### config.mk
export PLATFORM = sky130hd
export DESIGN_NAME = eth_smi_slave
export DESIGN_NICKNAME = d
export VERILOG_FILES = /design/src/rtl/eth_smi_slave.sv
export SDC_FILE = /design/constraint.sdc
export NUM_CORES = 1
export LEC_CHECK = 0
export CAP_MARGIN = 20
export CORE_MARGIN = 2
export CORE_UTILIZATION = 50
export DETAILED_ROUTE_END_ITERATION = 10
export PLACE_DENSITY = 0.74
export SYNTH_ARGS = -nofsm -noshare
export SYNTH_HDL_FRONTEND = slang
export SYNTH_SLANG_ARGS = --single-unit
### constraint.sdc
create_clock -name clk_mac -period 4.1 [get_ports clk_mac]
set_clock_uncertainty 0.05 [all_clocks]
set_input_delay 0.82 -clock clk_mac [delete_from_list [all_inputs] [get_ports clk_mac]]
set_output_delay 0.82 -clock clk_mac [all_outputs]
set_load 0.02 [all_outputs]
### src/rtl/eth_smi_slave.sv
// MDIO/SMI (clause 22) management responder.
// MDC and MDIO are oversampled in the clk_mac domain. Every detected MDC rise
// advances the frame decoder, which turns frames into one-cycle register
// read/write strobes. On reads it also drives the turnaround bit and the data
// bits back onto MDIO.
module eth_smi_slave #(
    parameter logic [4:0] PHY_ADDR = 5'd1,
    parameter bit         BCAST_EN = 1'b1
) (
    input  logic        clk_mac,
    input  logic        rst,
    input  logic        mdc_i,
    input  logic        mdio_i,
    output logic        mdio_o,
    output logic        mdio_oe,
    output logic [4:0]  reg_addr,
    output logic [15:0] reg_wdata,
    output logic        reg_wr,
    output logic        reg_rd,
    input  logic [15:0] reg_rdata,
    output logic        frame_err
);

    typedef enum logic [2:0] {
        S_PRE, S_ST, S_OP, S_PHYAD, S_REGAD, S_TA, S_RDATA, S_WDATA
    } state_t;

    logic        mdc_s1, mdc_s2, mdc_d;
    logic        mdio_s1, mdio_s2;
    logic        rise, bit_v;

    state_t      state, state_n;
    logic [5:0]  pre_cnt, pre_cnt_n;
    logic [4:0]  bit_cnt, bit_cnt_n;
    logic        op_hi, op_hi_n;
    logic        is_rd, is_rd_n;
    logic [3:0]  phy_sh, phy_sh_n;
    logic [4:0]  phy_full;
    logic        phy_match;
    logic        rd_q;
    logic [15:0] rsh, rsh_n;
    logic        mdo_n, oe_n, wr_n, rd_n, ferr_n;
    logic [4:0]  addr_n;
    logic [15:0] wdata_n;

    // Two-flop synchronisers plus one history flop on MDC for edge detection
    always_ff @(posedge clk_mac) begin
        if (rst) begin
            mdc_s1  <= 1'b0;
            mdc_s2  <= 1'b0;
            mdc_d   <= 1'b0;
            mdio_s1 <= 1'b0;
            mdio_s2 <= 1'b0;
        end else begin
            mdc_s1  <= mdc_i;
            mdc_s2  <= mdc_s1;
            mdc_d   <= mdc_s2;
            mdio_s1 <= mdio_i;
            mdio_s2 <= mdio_s1;
        end
    end

    assign rise      = mdc_s2 & ~mdc_d;
    assign bit_v     = mdio_s2;
    assign phy_full  = {phy_sh, bit_v};
    assign phy_match = (phy_full == PHY_ADDR) || (BCAST_EN && (phy_full == 5'd0));

    // State and datapath registers
    always_ff @(posedge clk_mac) begin
        if (rst) begin
            state     <= S_PRE;
            pre_cnt   <= '0;
            bit_cnt   <= '0;
            op_hi     <= 1'b0;
            is_rd     <= 1'b0;
            phy_sh    <= '0;
            rd_q      <= 1'b0;
            rsh       <= '0;
            mdio_o    <= 1'b0;
            mdio_oe   <= 1'b0;
            reg_wr    <= 1'b0;
            reg_rd    <= 1'b0;
            frame_err <= 1'b0;
            reg_addr  <= '0;
            reg_wdata <= '0;
        end else begin
            state     <= state_n;
            pre_cnt   <= pre_cnt_n;
            bit_cnt   <= bit_cnt_n;
            op_hi     <= op_hi_n;
            is_rd     <= is_rd_n;
            phy_sh    <= phy_sh_n;
            rd_q      <= reg_rd;
            rsh       <= rsh_n;
            mdio_o    <= mdo_n;
            mdio_oe   <= oe_n;
            reg_wr    <= wr_n;
            reg_rd    <= rd_n;
            frame_err <= ferr_n;
            reg_addr  <= addr_n;
            reg_wdata <= wdata_n;
        end
    end

    // Frame decoder: everything advances only on a synchronised MDC rise
    always_comb begin
        state_n   = state;
        pre_cnt_n = pre_cnt;
        bit_cnt_n = bit_cnt;
        op_hi_n   = op_hi;
        is_rd_n   = is_rd;
        phy_sh_n  = phy_sh;
        rsh_n     = rsh;
        mdo_n     = mdio_o;
        oe_n      = mdio_oe;
        addr_n    = reg_addr;
        wdata_n   = reg_wdata;
        wr_n      = 1'b0;
        rd_n      = 1'b0;
        ferr_n    = 1'b0;

        // read data arrives the cycle after the strobe
        if (rd_q) rsh_n = reg_rdata;

        if (rise) begin
            case (state)
                S_PRE: begin
                    if (bit_v) begin
                        if (pre_cnt != 6'd32) pre_cnt_n = pre_cnt + 6'd1;
                    end else if (pre_cnt == 6'd32) begin
                        state_n   = S_ST;
                        pre_cnt_n = '0;
                    end else begin
                        pre_cnt_n = '0;
                    end
                end
                S_ST: begin
                    if (bit_v) begin
                        state_n   = S_OP;
                        bit_cnt_n = '0;
                    end else begin
                        ferr_n    = 1'b1;
                        state_n   = S_PRE;
                        pre_cnt_n = '0;
                    end
                end
                S_OP: begin
                    if (bit_cnt == 5'd0) begin
                        op_hi_n   = bit_v;
                        bit_cnt_n = 5'd1;
                    end else if (op_hi != bit_v) begin
                        // 10 = read, 01 = write
                        is_rd_n   = op_hi;
                        state_n   = S_PHYAD;
                        bit_cnt_n = '0;
                    end else begin
                        ferr_n    = 1'b1;
                        state_n   = S_PRE;
                        pre_cnt_n = '0;
                    end
                end
                S_PHYAD: begin
                    phy_sh_n = phy_full[3:0];
                    if (bit_cnt == 5'd4) begin
                        bit_cnt_n = '0;
                        if (phy_match) begin
                            state_n = S_REGAD;
                        end else begin
                            // someone else's frame: stay silent and resync
                            state_n   = S_PRE;
                            pre_cnt_n = '0;
                        end
                    end else begin
                        bit_cnt_n = bit_cnt + 5'd1;
                    end
                end
                S_REGAD: begin
                    addr_n = {reg_addr[3:0], bit_v};
                    if (bit_cnt == 5'd4) begin
                        state_n   = S_TA;
                        bit_cnt_n = '0;
                        rd_n      = is_rd;
                    end else begin
                        bit_cnt_n = bit_cnt + 5'd1;
                    end
                end
                S_TA: begin
                    if (is_rd) begin
                        // second turnaround bit: we drive 0
                        oe_n      = 1'b1;
                        mdo_n     = 1'b0;
                        state_n   = S_RDATA;
                        bit_cnt_n = '0;
                    end else if (bit_cnt == 5'd1) begin
                        state_n   = S_WDATA;
                        bit_cnt_n = '0;
                    end else begin
                        bit_cnt_n = 5'd1;
                    end
                end
                S_RDATA: begin
                    if (bit_cnt == 5'd16) begin
                        oe_n      = 1'b0;
                        mdo_n     = 1'b0;
                        state_n   = S_PRE;
                        pre_cnt_n = '0;
                    end else begin
                        mdo_n     = rsh[15];
                        rsh_n     = {rsh[14:0], 1'b0};
                        bit_cnt_n = bit_cnt + 5'd1;
                    end
                end
                S_WDATA: begin
                    wdata_n = {reg_wdata[14:0], bit_v};
                    if (bit_cnt == 5'd15) begin
                        wr_n      = 1'b1;
                        state_n   = S_PRE;
                        pre_cnt_n = '0;
                    end else begin
                        bit_cnt_n = bit_cnt + 5'd1;
                    end
                end
                default: begin
                    state_n   = S_PRE;
                    pre_cnt_n = '0;
                end
            endcase
        end
    end

endmodule

# == Yosys cells after proc, flatten, opt, wreduce, memory -nomap -nowiden ==
# Cells that the tools add are included.
# op_classes
addsub,2
eq_ne,32
muxes,47
n_bitwise,7
n_reduce_logical,21
# op_table
op,count
two-way mux 16 bit,4
two-way mux 6 bit,9
case mux 6 bit (6 select lines),1
two-way mux 3 bit,10
two-way mux 5 bit,6
case mux 5 bit (6 select lines),1
inequality test 2 bit (second input constant),14
case mux 3 bit (8 select lines),1
== test 3 bit (second input constant),4
nonzero test 6 bit,2
== test 5 x 1 -> 1 bit (second input constant),2
logical NOT 5 bit,2
two-way mux 1 bit,10
AND reduction 10 bit,1
inequality test 3 bit (second input constant),3
AND reduction 9 bit,1
AND reduction 4 bit,2
adder 6 x 1 -> 6 bit (second input constant),1
== test 3 x 2 -> 1 bit (second input constant),2
== test 6 bit (second input constant),1
inequality test 6 bit (second input constant),1
inverter 1 bit,6
case mux 1 bit (2 select lines),3
AND reduction 2 bit,3
other kinds (16),19
# totals
register_bits,68
out_inout_bits,26
wordCells,129

# == Logic depth before layout (Yosys ltp) ==
# Gate-level depths: netlist (run 1).
# logic_depth
word_depth,5
ltp_mapped,8
mapped_depth_nobuf,8

# == Worst setup path before layout (run 1) ==
# Ideal clock, no wire load.
# synth_path
path_type,reg-to-reg
startpoint,reg bit_cnt[0]
endpoint,reg bit_cnt[4]
t_arrival_ps,1897
t_required_ps,3929
slack_ps,2032
stages_incl_launch_ff,8
path_buffers,0
path_cell_list,dfxtp_1 > inv_1 > ha_1 > nor4b_2 > nor3_1 > o31ai_2 > and2_2 > mux2_2
# synth_between
elab_chain_len,3
word_cells_on_any_way,14
classes_between,1 x add/sub; 6 x eq/ne; 5 x mux; 2 x reduce/logical
# synth_rtl
element,line,rtl
"start, declared",34,"logic [4:0] bit_cnt, bit_cnt_n;"
"start signal, assigned",89,bit_cnt <= bit_cnt_n;
adder 5 x 1 -> 5 bit (tied with other cells),n/a,
two-way mux 5 bit (tied with other cells),215,if (bit_cnt == 5'd15) begin
case mux 5 bit (6 select lines) or AND reduction 6 bit (tied branches),n/a,
# Several ways; a longest one is shown, not always the timed one. The select of a mux whose other input is x is not followed.
# A chain may end at the register's enable or synchronous reset.

# == Final worst setup path (run 1) ==
# layout_path
startpoint,reg state[2]
endpoint,reg state[2]
# layout_between
elab_chain_len,3
word_cells_on_any_way,18
classes_between,15 x eq/ne; 1 x mux; 2 x reduce/logical
# layout_rtl
element,line,rtl
"start, declared",32,"state_t state, state_n;"
"start signal, assigned",87,state <= state_n;
== test 3 bit (tied with other cells),126,case (state)
inequality test 3 bit (no source line) or inequality test 2 bit (tied branches),n/a,
AND reduction 9 bit (no source line),n/a,
# Several ways; a longest one is shown, not always the timed one.

==> results of run 1 <==
==> routing by layer <==
metal,wire length (µm),track usage,vias to the layer above
li1,-,-,1400
met1,3244,0.2470,1274
met2,3283,0.3104,70
met3,427,0.05447,12
met4,96,0.07359,0
met5,0,0,-
==> cells in the final DEF, fill, tap and decap left out, types with 3 or more instances in the layout <==
cell type / instances
sky130_fd_sc_hd__o31ai_1: 4
sky130_fd_sc_hd__nor2b_1: 10
sky130_fd_sc_hd__ha_1: 6
sky130_fd_sc_hd__nand2_1: 45
sky130_fd_sc_hd__o32ai_1: 4
sky130_fd_sc_hd__a21oi_1: 26
sky130_fd_sc_hd__nor4_1: 3
sky130_fd_sc_hd__nand4_1: 4
sky130_fd_sc_hd__clkdlybuf4s50_1: 44
sky130_fd_sc_hd__dfxtp_1: 68
sky130_fd_sc_hd__clkbuf_8: 9
sky130_fd_sc_hd__nor2_1: 40
sky130_fd_sc_hd__clkinvlp_4: 3
sky130_fd_sc_hd__a211oi_1: 17
sky130_fd_sc_hd__and2_1: 5
sky130_fd_sc_hd__o211ai_1: 3
sky130_fd_sc_hd__nor3_1: 8
sky130_fd_sc_hd__or4_1: 3
sky130_fd_sc_hd__mux2i_1: 28
sky130_fd_sc_hd__inv_1: 12
sky130_fd_sc_hd__o21ai_0: 5
sky130_fd_sc_hd__or3_1: 3
sky130_fd_sc_hd__nand3_1: 7
==> registers in the layout (all words and copies together) (netlist names), 3 cells and up <==
| signal | flops |
|---|---|
| bit_cnt | 5 |
| reg_wdata | 16 |
| state | 3 |
| reg_addr | 5 |
| phy_sh | 4 |
| pre_cnt | 6 |
| rsh | 16 |
==> worst paths after layout <==
path                                     from       endpoint  slack [ps]  depth (start not counted)
worst min-delay path            reg_wdata[15]  reg_wdata[15]         410                          2
worst max-delay path                 state[2]       state[2]        1630                          5
worst max register to register       state[2]       state[2]        1630                          5
worst min register to register  reg_wdata[15]  reg_wdata[15]         410                          2
==> stage by stage <==
| stage | hold slack, ps | cell area, µm² |
|---|---|---|
| 6_report | 408.1 | 3897 |
| 3_3_place_gp | 378.9 | 3699 |
| 2_1_floorplan | 363.8 | 3317 |
| 4_1_cts | 410.2 | 3897 |
| 3_5_place_dp | 372.7 | 3699 |
| 5_1_grt | 422.8 | 3897 |
==> cell families (layout without fill, tap and decap cells) <==
logic type | count (synthesis) | in the layout | synth area share
and+or+nand+nor | 152 | 152 | 0.2399
AOI/OAI and AO/OA | 80 | 80 | 0.1671
DFF | 68 | 68 | 0.4104
buffers and inverters | 39 | 75 | 0.06941
muxes | 29 | 29 | 0.08789
adders and majority gates | 6 | 6 | 0.02263
xor gates and xnor gates | 1 | 1 | 0.002641
==> final cells by class <==
class / instances / area (µm²) / area share
sequential: 68 / 1361 / 0.3493
tap: 77 / 96.34 / 0.02472
clock inverter: 7 / 75.07 / 0.01926
multi-input combinational: 268 / 1725 / 0.4427
inverter: 13 / 62.56 / 0.01605
clock buffer: 9 / 123.9 / 0.03178
timing repair buffer: 46 / 452.9 / 0.1162
==> power breakdown <==
part	switching (mW)	total [mW]	internal, mW	leakage [nW]
sequential	0.00330	0.666	0.662	0.548
clock	0.267	0.551	0.284	0.0923
combinational	0.0200	0.0406	0.0206	0.735
total	0.290	1.26	0.966	1.38
==> worst max-delay path, delay by kind of cell (launching register included) <==
family | cells | cell delay (ps)
AO/OA/AOI/OAI | 2 | 390
buffers and inverters | 1 | 320
AND/OR/NAND/NOR | 2 | 800
flip-flops | 1 | 790
==> reports/results.md, run 1 <==
Setup path
* data arrival time at the worst-slack endpoint: 2650 ps
* critical path fanouts, max: 22
* kind of critical path: flop to flop
* critical path data required time: 4290 ps
* highest cell delay on the worst timing path: 790 ps
* slowest stage cell, crit path: sky130_fd_sc_hd__dfxtp_1
* startpoint types: flop
* sequence of cells on the critical path: bufinv_8 > or4_2 > o2111ai_1 > nor2_1 > a32o_1
* sort of element at the end of the critical path: flop

CTS
* clock tree from TritonCTS: yes
* clock root buffer: sky130_fd_sc_hd__clkbuf_8
* cts repair resizes: 0
* Clk Latency, worst-skew pair: 340 ps
* TritonCTS buffer count: 9
* number of H-tree branching levels: 3
* register clock-pin slew on the reported worst setup and hold paths: 70 ps
* setup fix buffers added after clock tree synthesis: 0
* number of buffers inserted for hold repair after clock tree synthesis: 0
* maximum buffer depth of the clock tree: 2
* number of sinks handled by clock tree synthesis: 68

Yosys
* top flip-flop cell by instance count after synthesis: sky130_fd_sc_hd__dfxtp_1
* fraction of the yosys area taken by sequential cells: 0.4104
* area share of the largest cell type after synthesis: 0.4104
* cell types with the highest counts after synthesis: sky130_fd_sc_hd__dfxtp_1, sky130_fd_sc_hd__nand2_1, sky130_fd_sc_hd__nor2_1, sky130_fd_sc_hd__mux2i_1, sky130_fd_sc_hd__a21oi_1
* Cell variety after synth: 61
* area of the mapped netlist: 3317 µm²
* async set-or-reset flop fraction in the synthesized netlist: 0
* largest area contributor in the synthesized netlist: sky130_fd_sc_hd__dfxtp_1
* flops & latches, synth: 68
* leading cell types by total area after synthesis: sky130_fd_sc_hd__dfxtp_1, sky130_fd_sc_hd__mux2i_1, sky130_fd_sc_hd__nand2_1
* top-count cell post-synth: sky130_fd_sc_hd__dfxtp_1
* average cell area after synthesis: 8.845 µm²
* number of flops mapped to enable cells by yosys: 0
* total number of yosys warnings: 0
* synthesized netlist cell count: 375
* net count after synthesis: 401

Timing
* highest achievable clock rate: 405.4 MHz
* number of endpoints failing setup at the final stage: 0
* Slew Limit Headroom: 0.3093
* unrepaired setup endpoints after global routing: no
* slew of the pin with the lowest slew margin: 1032 ps
* total count of max-transition violations in the final report: 0
* Setup TNS Final: 0 ps
* Final min period: 2466 ps
* final hold violation count: 0
* post-route worst setup slack: 1634 ps
* Period Utilization, post-route: 0.6016

Cells and area
* non-filler instance count after layout: 488
* final core utilization: 0.6103
* share of final-layout standard cells stronger than drive strength 1: 0.08029
* Syn-to-layout area delta: 17.50%
* Ant. Diodes: 0
* filler cell count in the final layout: 566
* final net count: 432

Floorplan
* Placeable Area: 6386 µm²
* vertical die dimension: 85.45 µm
* area of the die: 7302 µm²
* effective utilization at floorplan: 0.5194
* Rows: 29
* width of the die: 85.45 µm
* I/O Pins: 46

Drt
* ANT nets after route: 0
* number of DRC violations after detailed-routing iteration 0: 184
* total via count after detailed routing: 2756
* 1st-pass router iterations: 4
* Post-Route WL: 7051 µm
* average routed wire per standard cell: 14.45 µm
* DRC viols: 0
* Via-to-Cell Ratio: 5.648

Pwr
* static leakage: 1.376 nW
* maximum ir drop on the vdd rail: 0.2710 mV
* power density relative to cell area: 322.4 nW/µm²
* Overall Power: 1.257 mW

Run
* number of violations of the max-capacitance limit: 0

Global route
* maximum number of pins on one net before global-route repair: 42
* first-pass GRT wire length: 11470 µm
* Overall Global Routing Usage: 0.1933
* total congestion overflow: 0
* vias in the first global route: 2525
* number of antenna violations at the first check in global routing: 0

Status
* run status: complete, no violations

Placed design
* count of input and output buffers: 45
* cell count after placement: 472
* worst slack, placed: 1680 ps
* placed wire-length estimate after detailed placement: 4686 µm
* gpl congestion: 0.8781

Hold path
* type of the most critical hold path: flop to flop

No activity file was read; power rests on OpenSTA's default activity.
==> run 2: changes to the inputs <==
Settings changed: CORE_UTILIZATION 50 to 49, PLACE_DENSITY 0.74 to 0.76.
Clock period 4.1 ns to 2.09 ns, I/O delays scaled along.
==> reports/results.md, run 2 (synthesis gave the netlist of run 1 again) <==
Status
* run status: complete, no violations

CTS
* TritonCTS buffer count: 9, unchanged
* register clock-pin slew on the reported worst setup and hold paths: 80 ps, about the same
* clock root buffer: sky130_fd_sc_hd__clkbuf_8
* Clk Latency, worst-skew pair: 340 ps, about the same
* clock tree from TritonCTS: yes
* maximum buffer depth of the clock tree: 2, unchanged
* number of H-tree branching levels: 3, unchanged
* number of sinks handled by clock tree synthesis: 68, unchanged
* number of buffers inserted for hold repair after clock tree synthesis: 0, unchanged

Global route
* first-pass GRT wire length: 12590 µm, +9.7%
* Overall Global Routing Usage: 0.2111, +0.01780
* maximum number of pins on one net before global-route repair: 31, -26%
* vias in the first global route: 2770, +9.7%
* total congestion overflow: 0, unchanged
* number of antenna violations at the first check in global routing: 0, unchanged

Pwr
* cell internal pwr: 2.082 mW, +120%
* Sw Pwr: 0.5557 mW, +91%
* Sw Share: 0.2107, -0.02043
* part of the power in combinational logic: 0.034, +0.002
* Reg power frac: 0.494, -0.036
* part of the total power dissipated in the clock network: 0.472, +0.034
* power density relative to cell area: 632.4 nW/µm², +96%
* Overall Power: 2.638 mW, +110%
* static leakage: 1.535 nW, +12%
* maximum ir drop on the vdd rail: 0.6959 mV, +160%

Timing
* highest achievable clock rate: 497.0 MHz, +23%
* number of endpoints failing setup at the final stage: 0, unchanged
* smallest hold slack: 412.7 ps, +4.567 ps
* Period Utilization, post-route: 0.9628, +0.3612
* post-route worst setup slack: 77.85 ps, -1556 ps
* final hold violation count: 0, unchanged
* slew of the pin with the lowest slew margin: 516.4 ps, -515.8 ps
* Setup TNS Final: 0 ps, unchanged
* total count of max-transition violations in the final report: 0, unchanged
* Slew Limit Headroom: 0.6558, +0.3464
* Final min period: 2012 ps, -454.3 ps

Floorplan
* vertical die dimension: 86.28 µm, +0.97%
* Placeable Area: 6459 µm², +1.1%
* Rows: 29, unchanged
* width of the die: 86.28 µm, +0.97%
* area of the die: 7443 µm², +1.9%
* effective utilization at floorplan: 0.5136, -0.005836
* I/O Pins: 46, unchanged

Setup path
* sequence of cells on the critical path: inv_2 > ha_4 > nor4b_4 > nor3_1 > o31ai_2 > buf_4 > o211ai_1 > a32o_1
* critical path fanouts, max: 5, -77%
* destination of the worst register-to-register timing path: bit_cnt[2]
* startpoint of the lowest-slack register-to-register path: bit_cnt[0]
* depth of the most critical reg-to-reg path: 8, +3
* kind of critical path: flop to flop
* timing startpoint of the critical path: bit_cnt[0]
* highest cell delay on the worst timing path: 340 ps, -450 ps
* data arrival time at the worst-slack endpoint: 2200 ps, -450 ps
* worst setup path endpoint: bit_cnt[2]
* slowest stage cell, crit path: sky130_fd_sc_hd__dfxtp_1
* cell count along the critical path: 8, +3
* number of buffer and inverter stages on the critical path: 2, +1
* startpoint types: flop
* critical path data required time: 2280 ps, -2010 ps
* sort of element at the end of the critical path: flop
* flop-to-flop setup slack: 80 ps, -1560 ps
* top cell family by delay on the critical path: compound AO/OA/AOI/OAI gates

Drt
* 1st-pass router iterations: 4, unchanged
* number of DRC violations after detailed-routing iteration 0: 108, -41%
* total via count after detailed routing: 2941, +6.7%
* ANT nets after route: 0, unchanged
* DRC viols: 0, unchanged
* average routed wire per standard cell: 14.88 µm, +3.0%
* Post-Route WL: 7621 µm, +8.1%
* Via-to-Cell Ratio: 5.744, +1.7%

Placed design
* Placed Area: 3856 µm², +4.3%
* cell count after placement: 493, +4.4%
* worst slack, placed: -13.63 ps, -1693 ps
* placed wire-length estimate after detailed placement: 5188 µm, +11%
* gpl congestion: 0.8565, -2.5%
* count of input and output buffers: 45, unchanged

Cells and area
* Ant. Diodes: 0, unchanged
* final net count: 456, +5.6%
* final core utilization: 0.6459, +0.03557
* Regs by FF count: reg_wdata (16), rsh (16), pre_cnt (6)
* non-filler instance count after layout: 512, +4.9%
* Syn-to-layout area delta: 25.76%
* final non-filler cell area: 4172 µm², +7.0%
* leading cell type in the layout, fill and taps excluded: sky130_fd_sc_hd__dfxtp_1
* share of final-layout standard cells stronger than drive strength 1: 0.1609, +0.08063
* highest-count cells in the layout ignoring fill and taps: sky130_fd_sc_hd__dfxtp_1, sky130_fd_sc_hd__nand2_1, sky130_fd_sc_hd__clkdlybuf4s50_1, sky130_fd_sc_hd__nor2_1, sky130_fd_sc_hd__mux2i_1

Hold path
* type of the most critical hold path: flop to flop

Run
* number of violations of the max-capacitance limit: 0, unchanged

==> run 2: cell types whose count changed in the layout (fill, tap and decap cells not counted), moves of 2 or more <==
cell / change
sky130_fd_sc_hd__buf_4: +24
sky130_fd_sc_hd__clkbuf_8: +2
sky130_fd_sc_hd__dfxtp_1: -5
sky130_fd_sc_hd__dfxtp_2: +5
sky130_fd_sc_hd__inv_1: -3
sky130_fd_sc_hd__inv_2: +3
sky130_fd_sc_hd__inv_6: -2
==> run 2: worst min-delay path by stage <==
| stage | startpoint | end | cells after the start |
|---|---|---|---|
| 6_report | mdio_s1 | bit_v | 1 |
| 5_1_grt | mdc_s1 | mdc_s2 | 1 |
| 4_1_cts | mdio_s1 | bit_v | 1 |
| 3_5_place_dp | mdio_s1 | bit_v | 1 |
| 3_3_place_gp | mdc_s1 | mdc_s2 | 1 |
| 2_1_floorplan | mdio_s1 | bit_v | 1 |
==> run 2: power groups by stage <==
stage	clock [mW]	combinational, mW	sequential [mW]
floorplan	0	0.0434	1.33
global placement	0	0.0869	1.33
detailed placement	0	0.0873	1.33
CTS	1.27	0.0890	1.30
global route	1.32	0.0966	1.30
finish	1.25	0.0890	1.30
==> run 2: layout make-up <==
class / instances / area (µm²)
clock inverters: 5 / 83.83
repair buffers: 70 / 633.1
multi-input cells: 268 / 1777
well taps: 77 / 96.34
inverters: 13 / 62.56
flip-flops and latches: 68 / 1368
clock buffers: 11 / 151.4
fillers: 553 / 2287
==> run 2: what timing repair did <==
action / in CTS / in global routing
gates resized for setup: 6 / 12
hold endpoints to repair: 0 / 0
endpoints found under the setup margin: 4 / 11
pin swaps: 3 / 7
setup buffers: 0 / 3
==> run 2: layer usage <==
metal | part of all wire | up-vias | routed length [µm] | track usage
li1 | - | 1454 | - | -
met1 | 0.44 | 1392 | 3386 | 0.2601
met2 | 0.49 | 83 | 3755 | 0.3566
met3 | 0.049 | 12 | 376 | 0.05333
met4 | 0.014 | 0 | 104 | 0.07955
met5 | 0 | - | 0 | 0
==> run 3: changes to the inputs <==
Settings changed: CORE_UTILIZATION 49 to 32, HOLD_SLACK_MARGIN from default to 0.12, MAX_ROUTING_LAYER from default to met4, PLACE_DENSITY 0.76 to 0.53.
==> reports/results.md, run 3 (synthesis gave the netlist of run 1 again) <==
Status
* run status: complete, no violations

Timing
* Slew Limit Headroom: 0.6218, -0.03400
* Period Utilization, post-route: 0.9759, +0.01314
* number of endpoints failing setup at the final stage: 0, unchanged
* final hold violation count: 0, unchanged
* slew of the pin with the lowest slew margin: 562.2 ps, +45.81 ps
* Final min period: 2040 ps, +27.45 ps
* total count of max-transition violations in the final report: 0, unchanged
* highest achievable clock rate: 490.3 MHz, -1.3%
* post-route worst setup slack: 50.39 ps, -27.45 ps

Cells and area
* Ant. Diodes: 0, unchanged
* filler cell count in the final layout: 1053, +90%
* share of final-layout standard cells stronger than drive strength 1: 0.1795, +0.01863
* highest-count cells in the layout ignoring fill and taps: sky130_fd_sc_hd__dfxtp_1, sky130_fd_sc_hd__nand2_1, sky130_fd_sc_hd__clkdlybuf4s50_1, sky130_fd_sc_hd__nor2_1, sky130_fd_sc_hd__buf_4
* leading cell type in the layout, fill and taps excluded: sky130_fd_sc_hd__dfxtp_1
* final net count: 461, +1.1%
* Syn-to-layout area delta: 29.16%
* area occupied by multi-input gates: 1789 µm², +0.70%
* sequential standard cell area: 1369 µm², about the same
* Regs by FF count: reg_wdata (16), rsh (16), pre_cnt (6)

CTS
* clock tree from TritonCTS: yes
* number of sinks handled by clock tree synthesis: 68, unchanged
* clock root buffer: sky130_fd_sc_hd__clkbuf_8
* TritonCTS buffer count: 9, unchanged
* number of buffers inserted for hold repair after clock tree synthesis: 0, unchanged
* maximum buffer depth of the clock tree: 2, unchanged
* register clock-pin slew on the reported worst setup and hold paths: 80 ps, about the same
* number of H-tree branching levels: 3, unchanged
* Clk Latency, worst-skew pair: 340 ps, about the same

Drt
* Post-Route WL: 8119 µm, +6.5%
* number of DRC violations after detailed-routing iteration 0: 164, +52%
* DRC viols: 0, unchanged
* average routed wire per standard cell: 14.10 µm, -5.3%
* total via count after detailed routing: 2907, -1.2%
* ANT nets after route: 0, unchanged
* 1st-pass router iterations: 5, +1
* Via-to-Cell Ratio: 5.047, -12%

Hold path
* hold path cells: 1, unchanged
* Worst Hold Path EP: bit_v
* type of the most critical hold path: flop to flop
* startpoint of the worst hold path: mdio_s1

Setup path
* startpoint types: flop
* critical path data required time: 2270 ps, about the same
* depth of the most critical reg-to-reg path: 8, unchanged
* destination of the worst register-to-register timing path: state[2]
* critical path fanouts, max: 3, -2
* flop-to-flop setup slack: 50 ps, -30 ps
* data arrival time at the worst-slack endpoint: 2220 ps, +20 ps
* kind of critical path: flop to flop
* startpoint of the lowest-slack register-to-register path: bit_cnt[0]
* sort of element at the end of the critical path: flop

Run
* number of violations of the max-capacitance limit: 0, unchanged

Pwr
* Overall Power: 2.628 mW, -0.39%
* maximum ir drop on the vdd rail: 0.3377 mV, -51%
* static leakage: 1.548 nW, +0.85%
* power density relative to cell area: 613.4 nW/µm², -3.0%

Floorplan
* I/O Pins: 46, unchanged
* width of the die: 105.8 µm, +23%
* vertical die dimension: 105.8 µm, +23%
* Rows: 37, +28%
* area of the die: 11200 µm², +50%
* effective utilization at floorplan: 0.3257, -0.1879
* Placeable Area: 10180 µm², +58%

Placed design
* count of input and output buffers: 45, unchanged
* placed wire-length estimate after detailed placement: 5486 µm, +5.8%
* gpl congestion: 0.8455, -1.3%
* worst slack, placed: -50.29 ps, -36.66 ps

Global route
* first-pass GRT wire length: 13460 µm, +7.0%
* Overall Global Routing Usage: 0.1527, -0.05848
* number of antenna violations at the first check in global routing: 0, unchanged
* total congestion overflow: 0, unchanged
* vias in the first global route: 2771, +0.036%
* maximum number of pins on one net before global-route repair: 31, unchanged

[run 3: changes by cell type in the layout (fill, tap and decap cells not counted), moves of 2 or more]
cell	delta
sky130_fd_sc_hd__buf_4	+5
sky130_fd_sc_hd__clkbuf_8	-2
sky130_fd_sc_hd__ha_1	-2
sky130_fd_sc_hd__ha_2	+2
sky130_fd_sc_hd__inv_1	+2
sky130_fd_sc_hd__inv_2	-2
[run 3: how the worst max path moves through the flow]
| stage | startpoint | end | slack, ps | cells after the start |
|---|---|---|---|---|
| 2_1_floorplan | bit_cnt[0] | bit_cnt[4] | 20 | 7 |
| 3_3_place_gp | bit_cnt[0] | state[2] | 30 | 8 |
| 3_5_place_dp | pre_cnt[0] | state[1] | -50 | 7 |
| 4_1_cts | bit_cnt[1] | bit_cnt[0] | 40 | 8 |
| 5_1_grt | bit_cnt[2] | state[1] | -20 | 7 |
| 6_report | bit_cnt[0] | state[2] | 50 | 8 |
[run 3: per-layer routing]
metal | up-vias | routed length, µm | track usage | share of wire
met5 | - | 0 | - | 0
met4 | 0 | 120 | 0.06297 | 0.015
met3 | 9 | 378 | 0.03401 | 0.047
met2 | 70 | 3701 | 0.2332 | 0.46
met1 | 1366 | 3918 | 0.1954 | 0.48
li1 | 1462 | - | - | -
[run 3: cell type report]
class / count / share of cell area
well taps: 136 / 0.03972
clock buffers: 9 / 0.02891
multi-input cells: 268 / 0.4176
flip-flops and latches: 68 / 0.3195
repair buffers: 75 / 0.1565
clock inverters: 7 / 0.02307
inverters: 13 / 0.01460
[run 3: power breakdown]
group	leakage, nW	internal (mW)	switching [mW]
Sequential	0.551	1.30	0.00353
Clock	0.110	0.678	0.555
Combinational	0.887	0.0465	0.0458
[run 3: per-stage QoR]
stage | hold slack [ps] | setup TNS, ps | std cells | cell area (µm²) | utilization
2_1_floorplan | 363.8 | 0 | 375 | 3317 | -
3_3_place_gp | 373.3 | 0 | 558 | 3975 | 0.3903
3_5_place_dp | 375.5 | -131.8 | 558 | 3975 | 0.3903
4_1_cts | 402.6 | 0 | 574 | 4219 | 0.4143
5_1_grt | 416.7 | -35.03 | 576 | 4284 | 0.4206
6_report | 400.6 | 0 | 576 | 4284 | 0.4206
[run 3: critical path, stage by stage, from the launching register on]
cell and delay, ps:
sky130_fd_sc_hd__dfxtp_2 330, sky130_fd_sc_hd__ha_2 180, sky130_fd_sc_hd__and3_4 180, sky130_fd_sc_hd__ha_2 180, sky130_fd_sc_hd__and2_2 190, sky130_fd_sc_hd__a2111o_1 430, sky130_fd_sc_hd__o2111ai_2 100, sky130_fd_sc_hd__nor2_2 70
sky130_fd_sc_hd__a32o_1 220
[run 3: timing repair]
action / in CTS / in global routing
setup endpoints to repair: 3 / 14
pin swaps: 5 / 4
setup buffers: 0 / 2
gates resized for setup: 7 / 15
